**config.mk**
```make
export PLATFORM = sky130hd
export DESIGN_NAME = systolic_seq_ctrl
export DESIGN_NICKNAME = d
export VERILOG_FILES = /design/src/rtl/systolic_seq_ctrl.sv
export SDC_FILE = /design/constraint.sdc
export NUM_CORES = 1
export LEC_CHECK = 0
export CAP_MARGIN = 20
export CORE_UTILIZATION = 30
export DETAILED_ROUTE_END_ITERATION = 10
export PLACE_DENSITY_LB_ADDON = 0.05
export SLEW_MARGIN = 20
export SYNTH_ARGS = -nofsm -noshare
export SYNTH_HDL_FRONTEND = slang
export SYNTH_SLANG_ARGS = --single-unit
```
**constraint.sdc**
```tcl
create_clock -name clk -period 3.8 [get_ports clk]
set_input_delay 0.57 -clock clk [delete_from_list [all_inputs] [get_ports clk]]
set_output_delay 0.57 -clock clk [all_outputs]
set_load 0.01 [all_outputs]
```
**src/rtl/systolic_seq_ctrl.sv**
```systemverilog
// rtl/systolic_seq_ctrl.sv - job sequencer feeding weights and skewed activations into the systolic MAC array
module systolic_seq_ctrl #(
    parameter int ARR_SIZE      = 4,
    parameter int VERTICAL_BW   = 32,
    parameter int HORIZONTAL_BW = 16,
    parameter int LEN_W         = 16
) (
    input  logic                              clk,
    input  logic                              rst,
    input  logic                              start,
    input  logic [LEN_W-1:0]                  cfg_len,
    output logic                              busy,
    output logic                              done,
    input  logic                              w_valid,
    output logic                              w_ready,
    input  logic [VERTICAL_BW*ARR_SIZE-1:0]   w_data,
    input  logic                              a_valid,
    output logic                              a_ready,
    input  logic [HORIZONTAL_BW*ARR_SIZE-1:0] a_data,
    output logic                              mac_i_mode,
    output logic [VERTICAL_BW*ARR_SIZE-1:0]   mac_vertical_input,
    output logic [HORIZONTAL_BW*ARR_SIZE-1:0] mac_horizontal_input,
    output logic                              acc_clr
);

    localparam int VW        = VERTICAL_BW * ARR_SIZE;
    localparam int HW        = HORIZONTAL_BW * ARR_SIZE;
    localparam int DRAIN_CYC = 2 * ARR_SIZE - 1;
    localparam int DW        = $clog2(DRAIN_CYC + 1);

    typedef enum logic [2:0] {
        S_IDLE,
        S_LOAD_W,
        S_COMPUTE,
        S_DRAIN,
        S_DONE
    } state_t;

    state_t            state_q, state_d;
    logic [LEN_W-1:0]  beat_cnt_q, beat_cnt_d;
    logic [LEN_W-1:0]  len_q, len_d;
    logic [DW-1:0]     drain_cnt_q, drain_cnt_d;
    logic              busy_q, busy_d;
    logic              done_q, done_d;
    logic              w_ready_q, w_ready_d;
    logic              a_ready_q, a_ready_d;
    logic              i_mode_q, i_mode_d;
    logic              acc_clr_q, acc_clr_d;
    logic [VW-1:0]     vert_q, vert_d;
    logic [HW-1:0]     skew_in;

    logic w_hs;
    logic a_hs;

    // Ready flags are registered copies of the state, so a handshake implies the matching state.
    assign w_hs = w_valid & w_ready_q;
    assign a_hs = a_valid & a_ready_q;

    always_comb begin
        state_d     = state_q;
        beat_cnt_d  = beat_cnt_q;
        len_d       = len_q;
        drain_cnt_d = drain_cnt_q;
        acc_clr_d   = 1'b0;
        i_mode_d    = 1'b0;
        vert_d      = '0;
        skew_in     = '0;

        case (state_q)
            S_IDLE: begin
                if (start) begin
                    if (cfg_len != '0) begin
                        len_d      = cfg_len;
                        beat_cnt_d = '0;
                        acc_clr_d  = 1'b1;
                        state_d    = S_LOAD_W;
                    end else begin
                        state_d = S_DONE;
                    end
                end
            end
            S_LOAD_W: begin
                if (w_hs) begin
                    i_mode_d = 1'b1;
                    vert_d   = w_data;
                    if (beat_cnt_q == LEN_W'(ARR_SIZE - 1)) begin
                        beat_cnt_d = '0;
                        state_d    = S_COMPUTE;
                    end else begin
                        beat_cnt_d = beat_cnt_q + LEN_W'(1);
                    end
                end
            end
            S_COMPUTE: begin
                if (a_hs) begin
                    skew_in = a_data;
                    // Compare against len-1 so the full 2^LEN_W-1 range needs no wider counter.
                    if (beat_cnt_q == len_q - LEN_W'(1)) begin
                        drain_cnt_d = '0;
                        state_d     = S_DRAIN;
                    end else begin
                        beat_cnt_d = beat_cnt_q + LEN_W'(1);
                    end
                end
            end
            S_DRAIN: begin
                if (drain_cnt_q == DW'(DRAIN_CYC - 1)) begin
                    state_d = S_DONE;
                end else begin
                    drain_cnt_d = drain_cnt_q + DW'(1);
                end
            end
            S_DONE: begin
                state_d = S_IDLE;
            end
            default: begin
                state_d = S_IDLE;
            end
        endcase

        busy_d    = (state_d != S_IDLE);
        done_d    = (state_d == S_DONE);
        w_ready_d = (state_d == S_LOAD_W);
        a_ready_d = (state_d == S_COMPUTE);
    end

    always_ff @(posedge clk) begin
        if (rst) begin
            state_q     <= S_IDLE;
            beat_cnt_q  <= '0;
            len_q       <= '0;
            drain_cnt_q <= '0;
            busy_q      <= 1'b0;
            done_q      <= 1'b0;
            w_ready_q   <= 1'b0;
            a_ready_q   <= 1'b0;
            i_mode_q    <= 1'b0;
            acc_clr_q   <= 1'b0;
            vert_q      <= '0;
        end else begin
            state_q     <= state_d;
            beat_cnt_q  <= beat_cnt_d;
            len_q       <= len_d;
            drain_cnt_q <= drain_cnt_d;
            busy_q      <= busy_d;
            done_q      <= done_d;
            w_ready_q   <= w_ready_d;
            a_ready_q   <= a_ready_d;
            i_mode_q    <= i_mode_d;
            acc_clr_q   <= acc_clr_d;
            vert_q      <= vert_d;
        end
    end

    // Row i sees its slice i cycles after row 0, giving the diagonal wavefront the array expects.
    for (genvar i = 0; i < ARR_SIZE; i++) begin : g_row
        logic [HORIZONTAL_BW-1:0] row_q;

        if (i == 0) begin : g_direct
            always_ff @(posedge clk) begin
                if (rst) begin
                    row_q <= '0;
                end else begin
                    row_q <= skew_in[0 +: HORIZONTAL_BW];
                end
            end
        end else begin : g_delay
            logic [HORIZONTAL_BW-1:0] dly_q [0:i-1];

            always_ff @(posedge clk) begin
                if (rst) begin
                    for (int k = 0; k < i; k++) begin
                        dly_q[k] <= '0;
                    end
                    row_q <= '0;
                end else begin
                    dly_q[0] <= skew_in[i*HORIZONTAL_BW +: HORIZONTAL_BW];
                    for (int k = 1; k < i; k++) begin
                        dly_q[k] <= dly_q[k-1];
                    end
                    row_q <= dly_q[i-1];
                end
            end
        end

        assign mac_horizontal_input[i*HORIZONTAL_BW +: HORIZONTAL_BW] = row_q;
    end

    assign busy               = busy_q;
    assign done               = done_q;
    assign w_ready            = w_ready_q;
    assign a_ready            = a_ready_q;
    assign mac_i_mode         = i_mode_q;
    assign mac_vertical_input = vert_q;
    assign acc_clr            = acc_clr_q;

endmodule

```
=== Word level (Yosys, flattened, before mapping) ===
Memories as Yosys holds them, arrays and structs flattened. A register that Yosys moved wholly into a read port is not among the register bits.
Cells that the tools add are included.

* Register bits after elaboration: 188
* Latch bits: 0
* Bits in writable memories: 96
* Memory bits (read-only): 0
* Input bits: 213
* Memories kept: 3

{| class="wikitable"
|+ Memories
! name !! depth !! width !! read ports !! clocked after Yosys merged registers in !! write ports !! RTL line !! text
|-
| g_row[3].g_delay.dly_q || 3 || 16 || 3 || 1 || 3 || 168 || <nowiki>logic [HORIZONTAL_BW-1:0] dly_q [0:i-1];</nowiki>
|-
| g_row[2].g_delay.dly_q || 2 || 16 || 2 || 1 || 2 || 168 ||
|-
| g_row[1].g_delay.dly_q || 1 || 16 || 1 || 1 || 1 || 168 ||
|}

* $add $sub $neg: 3
* Multiply operators: 0
* Divide/modulo/power cells: 0
* $lt $le $gt $ge: 0
* Equal/unequal tests: 16
* Shift-type cells: 0
* Muxes and demuxes: 33
* Bitwise logic cells: 13
* Reductions and logical operators: 13

{| class="wikitable"
|+ Operators with widths
! operator !! count
|-
| $mux 16 || 12
|-
| $mux 64 || 2
|-
| $pmux 16 s3 || 1
|-
| $mux 3 || 10
|-
| $add 16x1->16 const B || 1
|-
| $eq 16x16->1 || 1
|-
| $eq 16x2->1 const B || 1
|-
| $reduce_bool 16->1 || 1
|-
| $reduce_or 16->1 || 1
|-
| $sub 16x1->16 const B || 1
|-
| $ne 2x2->1 const B || 7
|-
| $pmux 3 s4 || 1
|-
| $eq 3x2->1 const B || 3
|-
| $reduce_or 3->1 || 3
|-
| $eq 3x1->1 const B || 2
|-
| $eq 3x3->1 const B || 2
|-
| $mux 1 || 6
|-
| $not 1->1 || 6
|-
| $pmux 3 s2 || 1
|-
| $reduce_and 6->1 || 1
|-
| $reduce_bool 3->1 || 2
|-
| $or 1x1->1 || 5
|-
| $reduce_and 4->1 || 1
|-
| $add 3x1->3 const B || 1
|-
| other kinds (5) || 6
|}

=== Depth between registers and ports, before layout ===
* Depth after elaboration: 6
* Depth in mapped cells: 12

=== Worst setup path after synthesis ===
OpenSTA, ideal clock, no wires.

* Path type: register to register
* Start point: register len_q[8]
* End point: register beat_cnt_q[12]
* Library setup time: 70 ps
* Data arrival time: 2612 ps
* Data required time: 3730 ps
* Path slack: 1118 ps
* Stages on the path, launching flop included: 12
* Path buffers: 3
* Period minus slack after synthesis: 2682 ps
* Cells stage by stage: dfxtp_1 -> clkbuf_1 -> nor3_1 -> nand2_1 -> or4_4 -> a2111oi_4 -> nand3_2 -> nor4_4 -> buf_6 -> buf_6 -> o21ai_1 -> a21oi_1

* Word-level cells in the longest chain between the ends: 4

{| class="wikitable"
|+ RTL lines
! element !! RTL line !! text
|-
| from (decl) || 41 || <nowiki>logic [LEN_W-1:0] len_q, len_d;</nowiki>
|-
| from (signal assigned) || 143 || <nowiki>len_q <= len_d;</nowiki>
|-
| $sub 16x1->16 || 98 || <nowiki>if (beat_cnt_q == len_q - LEN_W'(1)) begin</nowiki>
|-
| $eq 16x16->1 || 98 ||
|-
| $ne 2x2->1 (no source line) || -- ||
|-
| $reduce_and 6->1 (no source line) || -- ||
|-
| to (signal assigned) || 142 || <nowiki>beat_cnt_q <= beat_cnt_d;</nowiki>
|-
| to (decl) || 40 || <nowiki>logic [LEN_W-1:0] beat_cnt_q, beat_cnt_d;</nowiki>
|}

Every way passes these cells.
A chain may end at the register's enable or synchronous reset.

=== Worst setup path in the final report ===
* Start point: register len_q[0]
* End point: register beat_cnt_q[1]

Same word-level chain as after synthesis.

==> metrics.cfg <==
[status]
status=finished clean

[route]
ant_nets=0
drt_wl_total_um=27630
drcViolationCount=0
dr.pass1.iters=4
wl_per_cell_um=15.17
vias=7536
drt_iter0_drc=306
post_drt_via_cell_ratio=4.138

[setup_path]
cp-end-kind=flop
cp_max_fo=31
critical-path-max-stage-delay_ps=520
path_buf_inv=1
cp_slowest_cell=or4_4
criticalPathCategory=flop to flop
cp_cell_sequence=nor3_1 -> nand3_1 -> or4_4 -> a2111oi_4 -> nand3_2 -> nor4_4 -> buf_4 -> nand4b_1 -> a21oi_1
critPathTopFamily=simple AND/OR/NAND/NOR gates
cp.required_ps=4170
start_kind=flop
critPathArrivalTime_ps=3380

[placement]
place_congestion=0.8187
numPortBuffers=410
dp_hpwl_um=20150
dpl_worst_slack_ps=486.5

[sta]
worst_slew_pin_slew_ps=717.2
fin_ws_ps=796.0
hold_viol_final=0
finClkSkew_ps=15.65
clock.fmax_mhz=332.9
drv_slew=0
fin_crit_sh_pct=79.05
grt_setup_unrepaired=no
min_period_ps=3004
tns_ps=0
slew-limit-headroom_pct=52.19
setup_viol=0

[yosys]
syn-num-nets=1152
ys_top_cells_by_count=dfxtp_1 (332), and2_1 (195), nor2b_1 (101)
ys_ff_latch=332
synth_most_common_cell=dfxtp_1
ys.flop_type=dfxtp_1
avgSynthCellArea_um2=11.12
synth-seq-area-share_pct=63.95
ys_warn_count=0
async_flop_share_pct=0
synth_cell_type_count=51
netlist.area_leader.share_pct=63.95
syn-cell-area_um2=10390
netlist_instances=935
synthTopCellsByArea=dfxtp_1 (64%), and2_1 (12%), nor2b_1 (6.1%)
synth_edf_count=0
yosysTopAreaCell=dfxtp_1

[layout]
final_layout_size_suffix_gt1_share_pct=5.766
nNetsFinal=1562
syn2layout_area_growth_pct=55.81
num-fill-cells=3133

[power]
p_leak_nw=6.243
power_density_nw_per_um2=471.0
irDropWorstVdd_uv=304.4

[cts]
cts.clk_slew.worst_paths_ps=60
cts-root-buf=clkbuf_16
hold_buffers=0
cts_tree=done
clk_latency_ps=520
post_cts_buffers=0
cts_max_path_buffers=3
numCtsBuffers=38
cts_num_sinks=332
cts-resized-gates=0
cts_max_level=2

[floorplanning]
core_um2=33780
initial_core_util_pct=30.77
ios=411
die_w_um=188.1
die_area_um2=35390
die_h_um=188.1
num_rows=67

[global_routing]
grt_pass1_wl_um=42710
grt_max_degree=130
grt_pass1_vias=7418
antenna_found_initial=5
grt-ovfl-total=0
grt_usage_pct=15.46

[worst_hold_path]
hold_class=flop to flop

[flow_run]
drv_cap=0

==> cell families (layout without fill, tap and decap cells) <==
group | count (synthesis) | count (layout) | synth area share, %
flip-flops | 332 | 332 | 63.95
other | 0 | 3 | 0
buffers and inverters | 52 | 487 | 2.058
adder cells (fa/ha/maj) | 4 | 4 | 0.4815
multiplexers | 20 | 20 | 1.950
XOR/XNOR | 17 | 17 | 1.433
AND/OR/NAND/NOR | 448 | 448 | 26.09
AO/OA/AOI/OAI | 62 | 62 | 4.045
==> state kept, by name, indices dropped and copies added (netlist names) <==
register,count
mac_vertical_input,128
w_ready,1
done,1
mac_i_mode,1
state_q,3
acc_clr,1
drain_cnt_q,3
g_row.g_delay.dly_q,96
a_ready,1
busy,1
g_row.row_q,64
beat_cnt_q,16
len_q,16
==> cell usage in the layout (no fill, tap or decap), drive strengths merged, types with 10 or more instances in the layout <==
cell type and count:
a21oi 21, and2 195, clkbuf 53, clkdlybuf4s50 409, dfxtp 332, mux2i 18
nand2 19, nand3 16, nor2 39, nor2b 101, nor4 12, o21ai 10
o31ai 12, or4 12
==> worst paths after layout <==
check                                                 from  depth (start not counted)                            end  slack (ps)
hold reg to reg   g_row[1].g_delay.dly_q[0][12]$_SDFF_PP0_                          1  g_row[1].row_q[12]$_SDFF_PP0_         430
setup / recovery                     len_q[0]$_SDFFE_PP0P_                          9     beat_cnt_q[1]$_SDFFE_PP0P_         800
setup reg to reg                     len_q[0]$_SDFFE_PP0P_                          9     beat_cnt_q[1]$_SDFFE_PP0P_         800
hold / removal    g_row[1].g_delay.dly_q[0][12]$_SDFF_PP0_                          1  g_row[1].row_q[12]$_SDFF_PP0_         430
==> through the flow <==
step                util [%]  hold slack, ps  total power, mW  area (um2)  instances
detailed placement     44.23           420.4            4.082       14940       1753
finish                 47.94           431.8            7.627       16190       1821
CTS                    47.91           434.4            7.760       16190       1818
global placement       44.23           415.1            4.079       14940       1753
floorplan                  -           413.8            3.791       10390        935
global route           47.92           444.3            7.933       16190       1819
==> layout make-up <==
| cell class | count | area [um2] | share of cell area, % |
|---|---|---|---|
| clock inverter | 12 | 186.4 | 1.151 |
| sequential | 332 | 6646 | 41.04 |
| timing repair buffer | 418 | 4174 | 25.77 |
| inverter | 4 | 15.01 | 0.09271 |
| clock buffer | 53 | 1057 | 6.529 |
| multi-input combinational | 551 | 3547 | 21.90 |
| tap | 448 | 560.5 | 3.461 |
| antenna | 3 | 7.507 | 0.04636 |
==> layer usage <==
metal | up-vias | share of wire, % | routed length (um) | track usage (%)
li1 | 3862 | - | - | -
met1 | 3386 | 39 | 10670 | 17.47
met2 | 239 | 50 | 13830 | 26.81
met3 | 45 | 9.3 | 2560 | 5.970
met4 | 4 | 2.0 | 539 | 4.472
met5 | - | 0.094 | 26 | 0
==> report_power, final <==
| part | internal (mW) | total, mW | switching [mW] |
|---|---|---|---|
| Sequential | 3.51 | 3.54 | 0.0277 |
| Clock | 2.22 | 3.62 | 1.40 |
| Combinational | 0.294 | 0.466 | 0.171 |
No activity file was read; power rests on OpenSTA's default activity.
==> variant 1: new RTL, same flow settings <==
The parameter `HORIZONTAL_BW` goes from 16 to 32.
--- a/src/rtl/systolic_seq_ctrl.sv
+++ b/src/rtl/systolic_seq_ctrl.sv
@@ -2,7 +2,7 @@
 module systolic_seq_ctrl #(
     parameter int ARR_SIZE      = 4,
     parameter int VERTICAL_BW   = 32,
-    parameter int HORIZONTAL_BW = 16,
+    parameter int HORIZONTAL_BW = 32,
     parameter int LEN_W         = 16
 ) (
     input  logic                              clk,
Ports: changed (resized a_data and mac_horizontal_input); port bits go from 411 to 539. The function was not compared with the original's and may differ.
==> variant 1 against the original RTL <==
  * Sequential cell count rose by 160
  * Total power rose by 45%
  * Fmax fell by 3.8%
  * Area after synthesis rose by 40%
  * Wire length rose by 52%
  * Worst setup slack got worse by 0.12 ns
  * Final area rose by 38%
  * Non-clock buffer count rose by 124
  * Critical path type unchanged
==> variant 1: results (changes against the original RTL) <==
Parameter                              Value

Finish
  Fill cell count    4478 (was 3133)
  Largest register FFs    192 (was 128)
  Footprint of the multi-input gates    0.00437 mm² (was 0.00355 mm²)
  Number of nets in the finished design    2088 (was 1562)

Yosys
  Average instance area after synthesis    11.4 µm² (was 11.1 µm²)
  Multiplexer share of the synthesized area    0.000690 (was 0.0195)
  Cell variety after synth    50 (was 51)
  Top post-synthesis cells by area    sky130_fd_sc_hd__dfxtp_1 68%, sky130_fd_sc_hd__and2_1 11%, sky130_fd_sc_hd__nor2b_1 8.4% (was sky130_fd_sc_hd__dfxtp_1 64%, sky130_fd_sc_hd__and2_1 12%, sky130_fd_sc_hd__nor2b_1 6.1%)
  Sequential cell area fraction in the yosys report    0.679 (was 0.639)
  Leading post-synthesis cells by instance count    492 x sky130_fd_sc_hd__dfxtp_1, 258 x sky130_fd_sc_hd__and2_1, 194 x sky130_fd_sc_hd__nor2b_1 (was 332 x sky130_fd_sc_hd__dfxtp_1, 195 x sky130_fd_sc_hd__and2_1, 101 x sky130_fd_sc_hd__nor2b_1)
  Synthesized-area fraction occupied by ao, oa, aoi and oai cells    0.0309 (was 0.0404)
  Mapped Nets    1559 (was 1152)
  Fraction of the mapped netlist area in adder cells    0.00345 (was 0.00482)

Setup path
  Worst reg2reg setup slack    0.68 ns (was 0.80 ns)
  Critical path endpoint    beat_cnt_q[5]$_SDFFE_PP0P_ (was beat_cnt_q[1]$_SDFFE_PP0P_)
  Biggest cell delay along the critical path    0.64 ns (was 0.52 ns)
  Highest-delay cell along the critical path    sky130_fd_sc_hd__or4b_2 (was sky130_fd_sc_hd__or4_4)
  Depth of the worst register-to-register path    10 (was 9)

Placement
  Detailed Place HPWL    30.5 mm (was 20.1 mm)
  Number of placed instances, taps included    2367 (was 1753)
  Last weighted congestion value of the routability-driven placer    0.836 (was 0.819)
  Post-place setup slack    0.651 ns (was 0.487 ns)
  IO buf count    538 (was 410)

Clock tree
  Clock Latency Late Sink    0.60 ns (was 0.52 ns)

Worst hold path
  HP Start    rst (was g_row[1].g_delay.dly_q[0][12]$_SDFF_PP0_)
  Class of the tightest hold or removal check    in2reg (was reg2reg)

Timing
  Worst hold slack after final layout    0.399 ns (was 0.432 ns)
  Largest clock skew in the final design    0.0151 ns (was 0.0157 ns)

Drt
  Number of vias in the routed layout    10200 (was 7536)
  Initial DRC Count    384 (was 306)

Power
  Worst ir drop on vdd    279 µV (was 304 µV)

Outcome
  Outcome    finished, final reports clean (unchanged)

Global routing
  First-pass GRT wire length    61.7 mm (was 42.7 mm)
  Number of antenna violations at the first check in global routing    8 (was 5)
  Vias in the first global route    9901 (was 7418)
==> variant 1: area by class of cell <==
| type | instances | share of cell area |
|---|---|---|
| Antenna cell | 1 | 0.000112 |
| Clock buffer | 82 | 0.0714 |
| Clock inverter | 15 | 0.0118 |
| Inverter | 10 | 0.00168 |
| Multi-Input combinational cell | 708 | 0.196 |
| Sequential cell | 492 | 0.441 |
| Tap cell | 615 | 0.0344 |
| Timing Repair Buffer | 542 | 0.244 |
==> variant 1: cell families (layout without fill, tap and decap cells) <==
group	count (synthesis)	in the layout
flops	492	492
fa+ha+maj	4	4
other cells	0	1
xor+xnor	22	22
buf+inv	78	649
mux	1	1
compound gates	76	76
simple gates	605	605
==> variant 1: per-layer routing <==
metal | share of wire | track usage
met1 | 0.38 | 0.172
met2 | 0.50 | 0.298
met3 | 0.096 | 0.0737
met4 | 0.027 | 0.0607
met5 | 0.0017 | 0
==> variant 1: power by group <==
group	switching, mW	internal (mW)
logic	0.181	0.340
registers	0.0289	5.19
clock network	2.11	3.24
==> variant 2: new RTL, config.mk and constraints unchanged <==
Without the edit above. Reset style: asynchronous (`rst`), changed in 3 clocked blocks.
--- a/src/rtl/systolic_seq_ctrl.sv
+++ b/src/rtl/systolic_seq_ctrl.sv
@@ -124,7 +124,7 @@
         a_ready_d = (state_d == S_COMPUTE);
     end
 
-    always_ff @(posedge clk) begin
+    always_ff @(posedge clk or posedge rst) begin
         if (rst) begin
             state_q     <= S_IDLE;
             beat_cnt_q  <= '0;
@@ -157,7 +157,7 @@
         logic [HORIZONTAL_BW-1:0] row_q;
 
         if (i == 0) begin : g_direct
-            always_ff @(posedge clk) begin
+            always_ff @(posedge clk or posedge rst) begin
                 if (rst) begin
                     row_q <= '0;
                 end else begin
@@ -167,7 +167,7 @@
         end else begin : g_delay
             logic [HORIZONTAL_BW-1:0] dly_q [0:i-1];
 
-            always_ff @(posedge clk) begin
+            always_ff @(posedge clk or posedge rst) begin
                 if (rst) begin
                     for (int k = 0; k < i; k++) begin
                         dly_q[k] <= '0;
Formal check against the unedited RTL: differs if rst is asserted again (counterexample within 4 cycles, from zero or initial values and one cycle with rst high); with rst held inactive, the same outputs for 4 cycles.
==> variant 2 against the original RTL <==
  * Clock skew shrank 0.0025 ns
  * Die area is 8.6% higher
  * Worst setup slack got worse by 0.21 ns
  * Final area increased by 6.7%
  * Sequential cell count stayed put
  * Non-clock buffer count grew 9
  * Area after synthesis rose by 8.7%
  * Wire length grew 25%
  * Largest cell class unchanged
Power is not compared: it rests on default switching activity, and its combinational part moved more than twofold at a synthesized area within 25%.
==> variant 2: results (changes against the original RTL) <==
Parameter                              Value

Drt
  Detailed-routing wirelength on met1    13.2 mm (was 10.7 mm)
  Initial DRC Count    353 (was 306)
  Number of vias in the routed layout    7618 (was 7536)
  Routed Wire Length    34.6 mm (was 27.6 mm)
  Detailed-routed wire length on met3    2.75 mm (was 2.56 mm)

Yosys
  Leading post-synthesis cells by instance count    332 x sky130_fd_sc_hd__dfrtp_1, 193 x sky130_fd_sc_hd__and2_1, 56 x sky130_fd_sc_hd__nand2_1 (was 332 x sky130_fd_sc_hd__dfxtp_1, 195 x sky130_fd_sc_hd__and2_1, 101 x sky130_fd_sc_hd__nor2b_1)
  Parity-gate share of the synthesized area counting xor and xnor cells    0.0169 (was 0.0143)
  Multiplexer share of the synthesized area    0.00177 (was 0.0195)
  Sequential cell area fraction in the yosys report    0.736 (was 0.639)
  Mapped Nets    1045 (was 1152)
  Synth async-reset ratio    1.00 (was 0)
  Top post-synthesis cells by area    sky130_fd_sc_hd__dfrtp_1 74%, sky130_fd_sc_hd__and2_1 11%, sky130_fd_sc_hd__nand2_1 1.9% (was sky130_fd_sc_hd__dfxtp_1 64%, sky130_fd_sc_hd__and2_1 12%, sky130_fd_sc_hd__nor2b_1 6.1%)
  Synthesized instance count    828 (was 935)
  Cell variety after synth    56 (was 51)

Setup path
  CP startpoint    len_q[0]$_DFFE_PP0P_ (was len_q[0]$_SDFFE_PP0P_)
  Highest-delay cell along the critical path    sky130_fd_sc_hd__or4b_4 (was sky130_fd_sc_hd__or4_4)
  Data arrival at the endpoint of the critical path    3.61 ns (was 3.38 ns)
  Worst reg2reg setup slack    0.58 ns (was 0.80 ns)

Placement
  Area after detailed placement    0.0160 mm² (was 0.0149 mm²)
  Last weighted congestion value of the routability-driven placer    0.874 (was 0.819)
  Post-place setup slack    0.601 ns (was 0.487 ns)
  Detailed Place HPWL    25.4 mm (was 20.1 mm)

Global routing
  First-pass GRT wire length    51.6 mm (was 42.7 mm)
  Met1 usage in global routing    0.212 (was 0.175)
  Total track usage    0.182 (was 0.155)
  Vias in the first global route    7797 (was 7418)
  Met2 usage    0.309 (was 0.268)

Finish
  Fill cell count    3296 (was 3133)

Timing
  Largest clock skew in the final design    0.0132 ns (was 0.0157 ns)

Worst hold path
  Depth of the worst hold-timing path    0 (was 1)
  HP Start    g_row[2].g_delay.dly_q[31]$_DFF_PP0_ (was g_row[1].g_delay.dly_q[0][12]$_SDFF_PP0_)

Outcome
  Outcome    finished, final reports clean (unchanged)
variant 2: cell types whose count changed in the layout (fill, tap and decap cells not counted), moves of 6 or more:
cell,delta
sky130_fd_sc_hd__inv_1,+6
sky130_fd_sc_hd__nor2b_1,-100
sky130_fd_sc_hd__a21oi_1,-16
sky130_fd_sc_hd__dfrtp_1,+332
sky130_fd_sc_hd__nand2_1,+37
sky130_fd_sc_hd__clkinv_2,+6
sky130_fd_sc_hd__nor4_1,+6
sky130_fd_sc_hd__clkbuf_1,-6
sky130_fd_sc_hd__nor2_1,-24
sky130_fd_sc_hd__mux2i_1,-16
sky130_fd_sc_hd__dfxtp_1,-332
variant 2: layout make-up:
cell class | instances | area [µm²] | area share
sequential | 332 | 8310 | 0.481
timing repair buffer | 427 | 4280 | 0.248
multi-input combinational | 439 | 2760 | 0.160
clock buffer | 50 | 1090 | 0.0629
tap | 468 | 586 | 0.0339
clock inverter | 19 | 198 | 0.0114
inverter | 12 | 48.8 | 0.00282
antenna | 3 | 7.51 | 0.000435
